<file path="config.mk">
export PLATFORM = sky130hd
export DESIGN_NAME = idma_eh_responder
export DESIGN_NICKNAME = d
export VERILOG_FILES = /design/src/rtl/idma_pkg.sv /design/src/rtl/idma_eh_log.sv /design/src/rtl/idma_eh_responder.sv
export SDC_FILE = /design/constraint.sdc
export NUM_CORES = 1
export LEC_CHECK = 0
export BUFFER_PORTS_ARGS = -buffer_cell sky130_fd_sc_hd__buf_2
export CORE_MARGIN = 2
export CORE_UTILIZATION = 40
export DETAILED_ROUTE_END_ITERATION = 16
export PLACE_DENSITY = 0.6
export SETUP_SLACK_MARGIN = 0.5
export SLEW_MARGIN = 20
export SYNTH_ARGS = -nofsm -noshare
export SYNTH_HDL_FRONTEND = slang
export SYNTH_HIERARCHICAL = 1
export SYNTH_SLANG_ARGS = --single-unit
</file>
<file path="constraint.sdc">
create_clock -name clk_i -period 10.8 [get_ports clk_i]
set_clock_uncertainty 0.05 [all_clocks]
set_input_delay 0.54 -clock clk_i [delete_from_list [all_inputs] [get_ports clk_i]]
set_output_delay 0.54 -clock clk_i [all_outputs]
set_load 0.01 [all_outputs]
</file>
<file path="src/rtl/idma_pkg.sv">
// iDMA shared types for the backend error-handling path.
// Error types, actions, responder modes, log entry and policy helpers.
package idma_pkg;

    typedef enum logic [1:0] {
        BUS_READ  = 2'b00,
        BUS_WRITE = 2'b01,
        BACKEND   = 2'b10,
        ND_MIDEND = 2'b11
    } err_type_t;

    typedef enum logic {
        CONTINUE = 1'b0,
        ABORT    = 1'b1
    } eh_action_e;

    typedef eh_action_e idma_eh_req_t;

    typedef enum logic [1:0] {
        AUTO_CONTINUE = 2'd0,
        AUTO_ABORT    = 2'd1,
        SOFTWARE      = 2'd2
    } eh_mode_e;

    localparam int unsigned ErrLogAddrWidth = 64;

    typedef struct packed {
        err_type_t                  err_type;
        logic [ErrLogAddrWidth-1:0] addr;
    } idma_err_log_t;

    // Only bus errors may be deferred to software.
    function automatic logic needs_sw(err_type_t t, eh_mode_e m);
        return (t == BUS_READ || t == BUS_WRITE) && m == SOFTWARE;
    endfunction

    // Backend/midend faults are never recoverable; unknown modes fail safe.
    function automatic eh_action_e policy_action(err_type_t t, eh_mode_e m);
        if (t == BACKEND || t == ND_MIDEND) return ABORT;
        return (m == AUTO_CONTINUE) ? CONTINUE : ABORT;
    endfunction

endpackage

</file>
<file path="src/rtl/idma_eh_log.sv">
// Circular error log with sticky overflow flag.
// Ports: push_*/pop_i/clear_i in; valid_o, type_o, addr_o (head), overflow_o out.
module idma_eh_log
    import idma_pkg::*;
#(
    parameter int unsigned AddrWidth = 64,
    parameter int unsigned LogDepth  = 4
) (
    input  logic                 clk_i,
    input  logic                 rst_ni,
    input  logic                 push_i,
    input  err_type_t            push_type_i,
    input  logic [AddrWidth-1:0] push_addr_i,
    input  logic                 pop_i,
    input  logic                 clear_i,
    output logic                 valid_o,
    output err_type_t            type_o,
    output logic [AddrWidth-1:0] addr_o,
    output logic                 overflow_o
);

    localparam int unsigned PtrWidth = $clog2(LogDepth);

    typedef struct packed {
        err_type_t            err_type;
        logic [AddrWidth-1:0] addr;
    } entry_t;

    entry_t              mem [LogDepth];
    logic [PtrWidth-1:0] rd_ptr;
    logic [PtrWidth-1:0] wr_ptr;
    logic [PtrWidth:0]   fill;
    logic                empty;
    logic                full;
    logic                do_pop;
    logic                do_push;
    entry_t              head;

    assign empty   = fill == '0;
    assign full    = fill == (PtrWidth+1)'(LogDepth);
    assign do_pop  = pop_i && !empty;
    // A pop frees the slot in the same cycle, so a full log can still take the push.
    assign do_push = push_i && (!full || do_pop);

    always_ff @(posedge clk_i or negedge rst_ni) begin
        if (!rst_ni) begin
            rd_ptr     <= '0;
            wr_ptr     <= '0;
            fill       <= '0;
            overflow_o <= 1'b0;
        end else if (clear_i) begin
            rd_ptr     <= '0;
            wr_ptr     <= '0;
            fill       <= '0;
            overflow_o <= 1'b0;
        end else begin
            if (do_pop) rd_ptr <= rd_ptr + 1'b1;
            if (do_push) wr_ptr <= wr_ptr + 1'b1;
            fill <= fill + (PtrWidth+1)'(do_push)
                         - (PtrWidth+1)'(do_pop);
            if (push_i && !do_push) overflow_o <= 1'b1;
        end
    end

    always_ff @(posedge clk_i) begin
        if (do_push && !clear_i) begin
            mem[wr_ptr] <= entry_t'{err_type: push_type_i,
                                    addr: push_addr_i};
        end
    end

    assign head    = mem[rd_ptr];
    assign valid_o = !empty;
    assign type_o  = empty ? BUS_READ : head.err_type;
    assign addr_o  = empty ? '0 : head.addr;

endmodule

</file>
<file path="src/rtl/idma_eh_responder.sv">
// iDMA error-handling responder: one CONTINUE/ABORT action per backend error report.
// Ports: err_* report in, eh_* action out, sw_* decision in, pend_*/log_*/count status out.
module idma_eh_responder
    import idma_pkg::*;
#(
    parameter int unsigned AddrWidth     = 64,
    parameter int unsigned LogDepth      = 4,
    parameter int unsigned CntWidth      = 16,
    parameter int unsigned TimeoutCycles = 1024
) (
    input  logic                 clk_i,
    input  logic                 rst_ni,
    input  logic                 err_valid_i,
    output logic                 err_ready_o,
    input  err_type_t            err_type_i,
    input  logic [AddrWidth-1:0] err_addr_i,
    output logic                 eh_valid_o,
    input  logic                 eh_ready_i,
    output idma_eh_req_t         eh_o,
    input  eh_mode_e             mode_i,
    input  logic                 sw_valid_i,
    input  eh_action_e           sw_action_i,
    output logic                 pending_o,
    output err_type_t            pend_type_o,
    output logic [AddrWidth-1:0] pend_addr_o,
    output logic                 log_valid_o,
    output err_type_t            log_type_o,
    output logic [AddrWidth-1:0] log_addr_o,
    input  logic                 log_pop_i,
    output logic                 overflow_o,
    output logic [CntWidth-1:0]  err_count_o,
    input  logic                 clear_i,
    output logic                 busy_o
);

    localparam int unsigned TimerWidth =
        (TimeoutCycles > 1) ? $clog2(TimeoutCycles) : 1;
    localparam logic [TimerWidth-1:0] TimerLast =
        TimerWidth'((TimeoutCycles > 0) ? TimeoutCycles - 1 : 0);

    typedef enum logic [1:0] {
        IDLE,
        WAIT,
        ISSUE
    } state_e;

    state_e                state_q;
    state_e                state_d;
    eh_action_e            action_q;
    eh_action_e            action_d;
    logic [TimerWidth-1:0] timer_q;
    logic [TimerWidth-1:0] timer_d;
    err_type_t             type_q;
    logic [AddrWidth-1:0]  addr_q;
    logic [CntWidth-1:0]   count_q;
    logic                  accept;
    logic                  expired;

    assign accept  = err_valid_i && state_q == IDLE;
    assign expired = (TimeoutCycles != 0) && timer_q == TimerLast;

    always_ff @(posedge clk_i or negedge rst_ni) begin
        if (!rst_ni) state_q <= IDLE;
        else         state_q <= state_d;
    end

    always_comb begin
        state_d     = state_q;
        action_d    = action_q;
        timer_d     = timer_q;
        err_ready_o = 1'b0;
        eh_valid_o  = 1'b0;
        pending_o   = 1'b0;
        unique case (state_q)
            IDLE: begin
                err_ready_o = 1'b1;
                if (err_valid_i) begin
                    if (needs_sw(err_type_i, mode_i)) begin
                        state_d = WAIT;
                        timer_d = '0;
                    end else begin
                        state_d  = ISSUE;
                        action_d = policy_action(err_type_i, mode_i);
                    end
                end
            end
            WAIT: begin
                pending_o = 1'b1;
                timer_d   = timer_q + 1'b1;
                // Software beats a same-cycle timeout.
                if (sw_valid_i) begin
                    state_d  = ISSUE;
                    action_d = sw_action_i;
                end else if (expired) begin
                    state_d  = ISSUE;
                    action_d = ABORT;
                end
            end
            ISSUE: begin
                eh_valid_o = 1'b1;
                if (eh_ready_i) state_d = IDLE;
            end
            default: state_d = IDLE;
        endcase
    end

    always_ff @(posedge clk_i or negedge rst_ni) begin
        if (!rst_ni) begin
            action_q <= CONTINUE;
            timer_q  <= '0;
            type_q   <= BUS_READ;
            addr_q   <= '0;
        end else begin
            action_q <= action_d;
            timer_q  <= timer_d;
            if (accept) begin
                type_q <= err_type_i;
                addr_q <= err_addr_i;
            end
        end
    end

    always_ff @(posedge clk_i or negedge rst_ni) begin
        if (!rst_ni) begin
            count_q <= '0;
        end else if (clear_i) begin
            count_q <= '0;
        end else if (accept && count_q != '1) begin
            count_q <= count_q + 1'b1;
        end
    end

    assign eh_o        = (state_q == ISSUE) ? action_q : CONTINUE;
    assign busy_o      = state_q != IDLE;
    assign pend_type_o = pending_o ? type_q : BUS_READ;
    assign pend_addr_o = pending_o ? addr_q : '0;
    assign err_count_o = count_q;

    idma_eh_log #(
        .AddrWidth (AddrWidth),
        .LogDepth  (LogDepth)
    ) i_log (
        .clk_i       (clk_i),
        .rst_ni      (rst_ni),
        .push_i      (accept),
        .push_type_i (err_type_i),
        .push_addr_i (err_addr_i),
        .pop_i       (log_pop_i),
        .clear_i     (clear_i),
        .valid_o     (log_valid_o),
        .type_o      (log_type_o),
        .addr_o      (log_addr_o),
        .overflow_o  (overflow_o)
    );

endmodule
</file>
==> impl_metrics.tcl <==
set metrics [dict create \
    synth_cell_types 56 \
    period_share 0.339 \
    grt_pass1_vias 9043 \
    arrival_ns 3.07 \
    post-dp-hpwl_um 20600 \
    cp_slowest_cell "dfrtp_4" \
    vias 9103 \
    synthToLayoutAreaGrowth_pct 19.0 \
    final_cells 1781 \
    grt_max_degree 77 \
    rsz0062_at_grt "no" \
    cts_tree "yes" \
    routed_wl_um 35100 \
    synthArstFlopShare 0.281 \
    outcome "complete, no violations" \
    cp_max_fo 35 \
    p_int_mw 2.80 \
    path_cells "buf_4, mux4_2, and2_1, buf_2" \
    slowest_delay_ns 0.91 \
    die_h_um 198 \
    syn_nets 1093 \
    holdBufCountCts 0 \
    clockBufferDepth 3 \
    synth_edf_count 264 \
    fillers 3302 \
    end_kind "primary output" \
    clock-sinks 367 \
    synth_area_sq_um 15100 \
    die_x_um 198 \
    gp_congestion 0.824 \
    ctsResizeCount 0 \
    layout-drive-gt1-share 0.299 \
    wl_met1_um 16100 \
    avgSynthCellArea_sq_um 14.9 \
    leakage_nw 7.32 \
    synth_top_area_frac 0.526 \
    wire_per_inst_um 19.7 \
    setup_ws_ns 7.14 \
    power_density_nw_per_um2 217 \
    reg2reg_slack_ns 7.67 \
    setup_viol_count_final 0 \
    row_count 71 \
    synth_common_cells "edfxtp_1, nand2_1, dfrtp_1" \
    coreArea_sq_um 37400 \
    comb_power_share 0.217 \
    routed_via_density 5.11 \
    dpl.cell_count 1708 \
    worst_slew_margin_rel 0.287 \
    io_pins 231 \
    finalSetupTns_ns 0 \
    start_kind "flip-flop" \
    hp-class "input pin to asynchronous set/reset pin" \
    crit_type "flip-flop to primary output" \
    slew_viol_final 0 \
    grt_pass1_wl_um 53300 \
    synth_flop_cell "edfxtp_1" \
    wl_met3_um 1700 \
    fmax_mhz 273 \
    drt.antenna.violating_nets 0 \
    yosysMostFrequentCell "edfxtp_1" \
    utilization 0.479 \
    preCtsSetupSlack_ns 7.57 \
    grt.overflow.total 0 \
    pwr-share-clk 0.329 \
    die_area_sq_um 39200 \
    portBuffers 230 \
    yosysWarnings 6 \
    seqPwrFrac 0.454 \
    power_switching_mw 1.09 \
    syn_inst 1009 \
    cts-root-buf "clkbuf_16" \
    start_util 0.403 \
    cts_setup_buffers 0 \
    synth.area.top_cells "edfxtp_1, dfrtp_1, mux4_2" \
    cap_violations 0 \
    p_total_mw 3.89 \
    swShare 0.281 \
    fin_nets 1323 \
    synth_top_cell_by_area "edfxtp_1" \
    antenna_found_initial 2 \
    tightest_slew_ns 1.07 \
    groute.usage.overall 0.180 \
    cts_buffers 40 \
    ys_seq_area_frac 0.697 \
    worstPathRequired_ns 10.21 \
    min_period_ns 3.66 \
    drc 0 \
    ys_ff_latch 367 \
    top_layer "met5" \
    met2_length_um 16500 \
    hold_viol_final 0 \
    clock_latency_ns 0.52 \
    ir_drop_v 0.000104 \
    clkTransAtPathRegs_ns 0.06 \
    ctsHtreeMaxLevel 2 \
    drt_iter0_drc 489 \
    dr.pass1.iters 5 \
]
stage by stage:
stage | instance area (sq um) | hold WS, ns
floorplan | 15100 | 0.194
finish | 17900 | 0.0994
global route | 17900 | 0.154
global placement | 16700 | 0.400
detailed placement | 16700 | 0.405
CTS | 17900 | 0.128
critical path: cells and delay by family (launching register included):
| family | cells | cell delay [ns] |
|---|---|---|
| flip-flops | 1 | 0.91 |
| buffers and inverters | 2 | 0.84 |
| multiplexers | 1 | 0.59 |
| AND/OR/NAND/NOR | 1 | 0.18 |
final timing paths:
path                                      start          endpoint  cells after the start
worst max register to register       state_q[0]    err_count_o[9]                      7
worst min-delay path                     rst_ni        addr_q[11]                      1
worst max-delay path            i_log/rd_ptr[0]    log_addr_o[36]                      4
worst min register to register       addr_q[29]        addr_q[29]                      2
max in group asynchronous                rst_ni   i_log/rd_ptr[0]                      2
min in group clk_i               err_addr_i[56]  i_log/mem[2][56]                      1
layer usage:
layer	global-route usage	vias to the layer above
met5	0	-
met4	0.0487	2
met3	0.0337	48
met2	0.291	230
met1	0.251	4634
li1	-	4189
cells in the final DEF (no fill, tap or decap), types with 3 or more instances in the layout:
cell type	netlist	layout
nor2b_1	5	5
mux4_2	66	66
nor3_1	6	6
or3_1	6	5
or4_1	5	5
and4_1	4	4
nand2_1	208	208
clkinv_2	0	5
nor3b_2	0	4
nand4_1	5	5
nand2b_1	5	5
and2_1	67	67
clkbuf_1	41	18
a21oi_1	17	17
xnor2_1	5	5
nand3_1	10	10
o21ai_0	11	11
a211oi_1	6	6
dfrtp_1	103	100
mux2_2	5	5
nor2_1	25	25
buf_4	3	16
o31ai_1	6	6
edfxtp_1	264	264
xor2_1	3	3
nor4_1	3	3
ha_1	7	7
clkinv_1	0	4
and3_1	68	68
inv_1	11	9
clkbuf_16	0	41
buf_2	6	229
cell families after synthesis:
family / count (synthesis) / synth area share
AND/OR/NAND/NOR: 432 / 0.143
multiplexers: 72 / 0.103
flip-flops: 367 / 0.697
AO/OA/AOI/OAI: 54 / 0.0230
XOR/XNOR: 8 / 0.00465
adder cells (fa/ha/maj): 8 / 0.00714
buffers and inverters: 68 / 0.0219
power groups by stage:
stage / registers (mW) / logic (mW) / clock network [mW]
2_1_floorplan: 1.72 / 0.627 / 0
3_5_place_dp: 1.80 / 0.867 / 0
6_report: 1.77 / 0.845 / 1.28
4_1_cts: 1.77 / 0.869 / 1.31
5_1_grt: 1.79 / 0.936 / 1.37
3_3_place_gp: 1.79 / 0.858 / 0
cell type report:
| class | count | area (sq um) | area share |
|---|---|---|---|
| Timing Repair Buffer | 245 | 1270 | 0.0706 |
| Clock inverter | 11 | 103 | 0.00572 |
| Inverter | 11 | 42.5 | 0.00237 |
| Sequential cell | 367 | 10500 | 0.586 |
| Antenna cell | 2 | 5.00 | 0.000279 |
| Multi-Input combinational cell | 574 | 4250 | 0.237 |
| Tap cell | 511 | 639 | 0.0357 |
| Clock buffer | 60 | 1110 | 0.0618 |
state kept, by name (all words and copies together) (netlist names):
signal            flops
action_q              1
i_log/wr_ptr          2
i_log/mem           264
state_q               2
timer_q              10
i_log/rd_ptr          2
type_q                2
err_count_o          16
i_log/overflow_o      1
addr_q               64
i_log/fill            3
Note: power is estimated with default switching activity, not from simulation.
